$ cat config.mk
export PLATFORM = sky130hd
export DESIGN_NAME = div_unit_param
export DESIGN_NICKNAME = d
export VERILOG_FILES = /design/src/rtl/div_unit_param.sv
export SDC_FILE = /design/constraint.sdc
export NUM_CORES = 1
export LEC_CHECK = 0
export ABC_AREA = 1
export CAP_MARGIN = 20
export CORE_UTILIZATION = 60
export CTS_BUF_LIST = sky130_fd_sc_hd__clkbuf_16
export DETAILED_ROUTE_END_ITERATION = 12
export PLACE_DENSITY = 0.95
export SLEW_MARGIN = 10
export SYNTH_ARGS = -nofsm -noshare
export SYNTH_HDL_FRONTEND = slang
export SYNTH_SLANG_ARGS = --single-unit
$ cat constraint.sdc
create_clock -name div_clk -period 4.3 [get_ports div_clk]
set_input_delay 0.645 -clock div_clk [delete_from_list [all_inputs] [get_ports div_clk]]
set_output_delay 0.645 -clock div_clk [all_outputs]
set_load 0.02 [all_outputs]
$ cat src/rtl/div_unit_param.sv
// Multi-cycle restoring divider (signed/unsigned) retiring STEPS quotient bits per cycle,
// with valid/ready handshakes, flush, and defined divide-by-zero / overflow results.
module div_unit_param #(
    parameter int WIDTH = 32,
    parameter int STEPS = 1
) (
    input  logic             div_clk,
    input  logic             resetn,
    input  logic             flush,
    input  logic             div_valid,
    output logic             div_ready,
    input  logic             div_signed,
    input  logic [WIDTH-1:0] x,
    input  logic [WIDTH-1:0] y,
    output logic [WIDTH-1:0] s,
    output logic [WIDTH-1:0] r,
    output logic             div_by_zero,
    output logic             complete,
    input  logic             out_ready,
    output logic [1:0]       dbg_state_o
);

    // Handshake: a request transfers on an edge where div_valid & div_ready & ~flush;
    // a result transfers on an edge where complete & out_ready & ~flush.

    localparam int N  = WIDTH / STEPS;
    localparam int CW = $clog2(N + 1);

    typedef enum logic [1:0] {
        IDLE = 2'd0,
        CALC = 2'd1,
        FIX  = 2'd2,
        DONE = 2'd3
    } state_t;

    state_t           state_q, state_d;
    logic [CW-1:0]    cnt_q;
    logic [WIDTH-1:0] dvd_q;
    logic [WIDTH-1:0] dvs_q;
    logic [WIDTH-1:0] rem_q;
    logic             q_sign_q;
    logic             r_sign_q;
    logic             dbz_q;
    logic [WIDTH-1:0] s_q;
    logic [WIDTH-1:0] r_q;

    logic [WIDTH-1:0] x_abs;
    logic [WIDTH-1:0] y_abs;
    logic [WIDTH-1:0] rem_step;
    logic [WIDTH-1:0] dvd_step;
    logic             calc_last;

    // One restoring step: returns {remainder, dividend/quotient shift register}.
    function automatic logic [2*WIDTH-1:0] div_step(input logic [WIDTH-1:0] rem,
                                                    input logic [WIDTH-1:0] dq,
                                                    input logic [WIDTH-1:0] dvs);
        logic [WIDTH:0] tmp;
        logic [WIDTH:0] diff;
        tmp  = {rem, dq[WIDTH-1]};
        diff = tmp - {1'b0, dvs};
        if (diff[WIDTH]) begin
            return {tmp[WIDTH-1:0], dq[WIDTH-2:0], 1'b0};
        end
        return {diff[WIDTH-1:0], dq[WIDTH-2:0], 1'b1};
    endfunction

    assign x_abs     = (div_signed && x[WIDTH-1]) ? -x : x;
    assign y_abs     = (div_signed && y[WIDTH-1]) ? -y : y;
    assign calc_last = (cnt_q == CW'(N - 1));

    always_comb begin
        rem_step = rem_q;
        dvd_step = dvd_q;
        for (int i = 0; i < STEPS; i++) begin
            {rem_step, dvd_step} = div_step(rem_step, dvd_step, dvs_q);
        end
    end

    always_ff @(posedge div_clk) begin
        if (!resetn) begin
            state_q <= IDLE;
        end else begin
            state_q <= state_d;
        end
    end

    // Divide-by-zero spends two cycles in FIX (cnt_q 0 then 1) so its result
    // appears two edges after accept.
    always_comb begin
        state_d = state_q;
        if (flush) begin
            state_d = IDLE;
        end else begin
            case (state_q)
                IDLE: if (div_valid) state_d = (y == '0) ? FIX : CALC;
                CALC: if (calc_last) state_d = FIX;
                FIX:  if (!dbz_q || cnt_q != '0) state_d = DONE;
                DONE: if (out_ready) state_d = IDLE;
                default: state_d = IDLE;
            endcase
        end
    end

    always_comb begin
        div_ready   = (state_q == IDLE);
        complete    = (state_q == DONE);
        s           = complete ? s_q : '0;
        r           = complete ? r_q : '0;
        div_by_zero = complete & dbz_q;
        dbg_state_o = state_q;
    end

    always_ff @(posedge div_clk) begin
        if (!resetn) begin
            cnt_q    <= '0;
            dvd_q    <= '0;
            dvs_q    <= '0;
            rem_q    <= '0;
            q_sign_q <= 1'b0;
            r_sign_q <= 1'b0;
            dbz_q    <= 1'b0;
            s_q      <= '0;
            r_q      <= '0;
        end else if (flush) begin
            cnt_q <= '0;
            dbz_q <= 1'b0;
            s_q   <= '0;
            r_q   <= '0;
        end else begin
            case (state_q)
                IDLE: begin
                    if (div_valid) begin
                        cnt_q    <= '0;
                        dbz_q    <= (y == '0);
                        q_sign_q <= div_signed & (x[WIDTH-1] ^ y[WIDTH-1]);
                        r_sign_q <= div_signed & x[WIDTH-1];
                        // Zero divisor keeps the raw dividend for the remainder output.
                        dvd_q    <= (y == '0) ? x : x_abs;
                        dvs_q    <= y_abs;
                        rem_q    <= '0;
                    end
                end
                CALC: begin
                    dvd_q <= dvd_step;
                    rem_q <= rem_step;
                    cnt_q <= calc_last ? '0 : cnt_q + 1'b1;
                end
                FIX: begin
                    if (dbz_q) begin
                        s_q   <= '1;
                        r_q   <= dvd_q;
                        cnt_q <= cnt_q + 1'b1;
                    end else begin
                        s_q <= q_sign_q ? -dvd_q : dvd_q;
                        r_q <= r_sign_q ? -rem_q : rem_q;
                    end
                end
                DONE: begin
                    if (out_ready) begin
                        cnt_q <= '0;
                        dbz_q <= 1'b0;
                        s_q   <= '0;
                        r_q   <= '0;
                    end
                end
                default: cnt_q <= '0;
            endcase
        end
    end

endmodule
Word-level counts from Yosys, hierarchy flattened
Cells that the tools add are included.

Register bits after elaboration: 171. Bits of input ports: 70. Logic and storage cells: 81.

Add/subtract/negate cells: 6. Equality and inequality tests: 9. Muxes and demuxes: 33. Bitwise logic cells: 6. Reduce and logical (&&, ||, !) cells: 17.

Operators by type and width (count): 32-bit two-way mux (12); 32-bit case mux with 2 select lines (4); 64-bit two-way mux (2); 32-bit negator (4); 33-bit by 32-bit subtractor with 33-bit output (1); 32-bit zero test (1); 6-bit two-way mux (4); 6-bit case mux with 4 select lines (1); 3-bit AND reduction (4); 2-bit two-way mux (5); 2-bit != test (second input constant) (4); 2-bit case mux with 4 select lines (1); 6-bit by 1-bit adder with 6-bit output (second input constant) (1); 6-bit by 5-bit equality test with 1-bit output (second input constant) (1); 2-bit nonzero test (3); 6-bit nonzero test (1); 2-bit equality test (second input constant) (2); 4-bit AND reduction (1); 1-bit AND (3); 1-bit two-way mux (3); 2-bit by 1-bit equality test with 1-bit output (second input constant) (1); 1-bit logical AND (2); 2-bit zero test (1); 2-bit by 1-bit != test with 1-bit output (second input constant) (1); 7 further kinds (8).

Logic depth before layout (Yosys ltp)
Word-level depth: 5. Gate-level depth with buffers: 18. Mapped depth without buffers: 17.

Worst setup path after synthesis
Ideal clock, no wire load.

Path type: register to output. From: register state_q[1] (netlist: dbg_state_o[1]). To: output port r[0]. Arrival time: 1.848 ns. Required time: 3.655 ns. Setup slack: 1.807 ns. Cell stages (with the launch flop): 7. Cells stage by stage: dfxtp_1 > ha_1 > clkbuf_1 > clkbuf_1 > buf_1 > nand2_1 > inv_1.

Word-level cells in the longest chain between the ends: 2.

Ends and longest elaborated chain: start, declared (line 36) `state_t state_q, state_d;`; start signal, assigned (line 83) `state_q <= state_d;`; 2-bit equality test (line 106) `complete = (state_q == DONE);`; net complete (line 18) `output logic complete,`; 32-bit two-way mux (line 108) `r = complete ? r_q : '0;`; end, declared (line 16) `output logic [WIDTH-1:0] r,`.

The timed path passes the listed nets, and every way through them passes these cells.

Final worst setup path
From: register state_q[1] (netlist: dbg_state_o[1]). To: output port div_by_zero.

Word-level cells in the longest chain between the ends: 2.

Ends and longest elaborated chain: 2-bit equality test (line 106); 1-bit AND (line 109) `div_by_zero = complete & dbz_q;`; end, declared (line 17) `output logic div_by_zero,`.

Every way passes these cells.

==> impl_metrics.py <==
metrics = {
    "sta": {
        "skew_ns": 0.01135,
        "fin_crit_ns": 3.483,
        "period_share": 0.8099,
        "final_hold_viol_count": 0,
        "setup_violations": 0,
        "finalMaxSlewViolations": 0,
        "relSlewSlack": 0.3249,
        "setup_tns_ns": 0,
        "fmax_mhz": 287.1,
        "worst_pin_slew_ns": 1.013,
        "rsz0062_at_grt": "no",
    },
    "synthesis": {
        "synth_top_family_by_area": "simple AND/OR/NAND/NOR gates",
        "synthTopCellsByArea": "dfxtp_1, nand2_1, inv_1",
        "synth_common_cells": "nand2_1, inv_1, a21oi_1, nand3_1, dfxtp_1",
        "avgSynthCellArea_um2": 5.712,
        "synthSimpleGateAreaFrac": 0.3919,
        "synthCells": 2495,
        "synth_most_common_cell": "nand2_1",
        "synth.top_cell.area_share": 0.2402,
        "syn-num-nets": 2608,
        "yosysUniqueCellTypes": 47,
        "synthArstFlopShare": 0,
        "synth_compound_area_frac": 0.1676,
        "synth-xor-area-share": 0.02766,
        "yosysWarnings": 0,
        "synth-main-ff-cell": "dfxtp_1",
        "muxShareOfSynthArea": 0,
        "syn_area_um2": 14250,
        "synth_area_leader_cell": "dfxtp_1",
        "synth_fa_ha_area_frac": 0.03828,
        "synth_seq_cells": 171,
        "yosysSeqAreaShare": 0.2402,
        "synth_edf_count": 0,
    },
    "critical_path": {
        "crit_type": "reg -> out",
        "startpoint_type": "register",
        "max_stage_delay_ns": 0.87,
        "critPathBufInv": 3,
        "cpLargestDelayFamily": "buffers and inverters",
        "crit_slowest_cell": "ha_2",
        "end_kind": "primary output",
        "path_cells": "ha_2 -> buf_4 -> nand2_1 -> inv_1 -> clkdlybuf4s50_1",
        "cp_data_arrival_time_ns": 2.84,
        "ff2ff_path_depth": 17,
        "cp_max_fo": 49,
        "cp.required_ns": 3.65,
        "cp.depth": 5,
    },
    "outcome": {
        "violations": "design-rule violations",
        "status": "complete, but fails checks",
    },
    "clock_tree": {
        "cts_tree": "yes",
        "cts_buffers": 17,
        "cts.sink_count": 171,
        "cts.path.max_buffers": 2,
        "post_cts_buffers": 0,
        "cts.repair.resized": 0,
        "cts_htree_levels": 4,
        "root_buffer": "clkbuf_16",
        "cts.clk_slew.worst_paths_ns": 0.08,
        "clk_latency_ns": 0.45,
        "ctsHoldBuffers": 0,
    },
    "grt": {
        "track_usage": 0.3955,
        "overflow": 0,
        "grt_max_degree": 96,
        "antenna_found_initial": 0,
        "first_global_vias": 14820,
        "grt_pass1_wl_um": 75670,
    },
    "place": {
        "numPortBuffers": 138,
        "routabilityCongestion": 1.049,
        "hpwl_um": 37240,
    },
    "floorplan": {
        "core_um2": 23400,
        "dieWidth_um": 156.1,
        "die_height_um": 156.1,
        "ios": 139,
        "initial_utilization": 0.6090,
        "dieArea_um2": 24370,
        "num_rows": 56,
    },
    "cells_and_area": {
        "fillers": 2142,
        "antennaDiodeCount": 0,
        "areaGrowthSynthToFinish_pct": 14.56,
        "nets": 2685,
        "drive_gt1_frac": 0.04139,
    },
    "power": {
        "power.leakage_nw": 8.182,
        "powerDensity_nw_per_um2": 272.9,
        "finalPower_mw": 4.456,
        "peakVddDrop_mv": 0.2709,
    },
    "hold_path": {
        "min_path_type": "reg -> reg",
        "holdPathStages": 2,
    },
    "route": {
        "ant_nets": 0,
        "routed_wl_um": 48560,
        "vias": 16810,
        "dr.pass1.iters": 11,
        "viasPerCell": 5.789,
        "drt_iter0_drc": 2253,
        "wire_per_inst_um": 16.72,
        "drc": 1,
    },
    "job": {
        "drv_cap": 0,
    },
}
cell usage in the layout (no fill, tap or decap), types with 7 or more instances in the layout:
master	count
nor3_1	31
xnor2_1	11
a21oi_1	262
inv_6	7
xor2_1	34
clkbuf_16	17
o21ai_1	9
nand4_1	27
ha_1	41
inv_2	13
o211ai_1	21
nand2_1	772
buf_4	16
inv_1	380
o21ai_0	111
nand3_1	240
nand3b_1	22
dfxtp_1	171
clkdlybuf4s50_1	138
nand2_2	8
nor2_1	166
state kept, by name (all words and copies together), names as in the netlist:
| name | flops |
|---|---|
| q_sign_q | 1 |
| r_q | 32 |
| dbg_state_o | 2 |
| dbz_q | 1 |
| rem_q | 32 |
| dvd_q | 32 |
| s_q | 32 |
| dvs_q | 32 |
| r_sign_q | 1 |
| cnt_q | 6 |
worst register-to-register path, delay by kind of cell, from the launching register on:
family,cells,cell delay (ns)
fa+ha+maj,2,0.68
flops,1,0.46
simple gates,12,1.46
buf+inv,2,0.29
compound gates,1,0.06
power breakdown:
part | internal [mW] | switching, mW | leakage [nW]
Sequential | 1.63 | 0.0587 | 1.39
Combinational | 0.377 | 0.832 | 6.52
Clock | 0.773 | 0.782 | 0.277
per-layer routing:
layer	wire (µm)	vias to the layer above	track usage
li1	-	8132	-
met3	5717	99	0.08917
met2	20410	986	0.5986
met5	0	-	0
met1	21070	7593	0.5537
met4	1363	0	0.1237
stage by stage:
step	hold WS (ns)	instance area, µm²	worst slack [ns]	utilization	cells
floorplan	0.4413	14250	1.807	-	2495
global placement	0.4519	15760	1.132	0.6733	2872
detailed placement	0.4555	15760	0.9929	0.6733	2872
CTS	0.4661	16330	0.8394	0.6976	2904
global route	0.4811	16330	0.7097	0.6976	2904
finish	0.4667	16330	0.8173	0.6976	2904
worst paths after layout:
kind                            slack (ns)                        start                     end
worst max-delay path                  0.82  dbg_state_o[1]$_SDFFE_PP0P_             div_by_zero
worst min-delay path                  0.47         s_q[12]$_SDFFE_PP0P_    s_q[12]$_SDFFE_PP0P_
worst min register to register        0.47         s_q[12]$_SDFFE_PP0P_    s_q[12]$_SDFFE_PP0P_
worst max register to register        1.19       dvd_q[31]$_SDFFE_PN0P_  rem_q[18]$_SDFFE_PN0P_
layout make-up:
cell class | instances | area (µm²) | area share
clock buffer | 17 | 425.4 | 0.02606
clock inverter | 15 | 142.6 | 0.008737
inverter | 395 | 1483 | 0.09082
multi-input combinational | 1832 | 8931 | 0.5471
sequential | 171 | 3423 | 0.2097
tap | 319 | 399.1 | 0.02445
timing repair buffer | 155 | 1521 | 0.09319
cell families (layout without fill, tap and decap cells):
| kind of cell | count (synthesis) | count (layout) |
|---|---|---|
| AO/OA/AOI/OAI | 440 | 440 |
| XOR/XNOR | 45 | 45 |
| adder cells (fa/ha/maj) | 43 | 43 |
| buffers and inverters | 492 | 582 |
| flip-flops | 171 | 171 |
| AND/OR/NAND/NOR | 1304 | 1304 |
No activity file was read; power rests on OpenSTA's default activity.
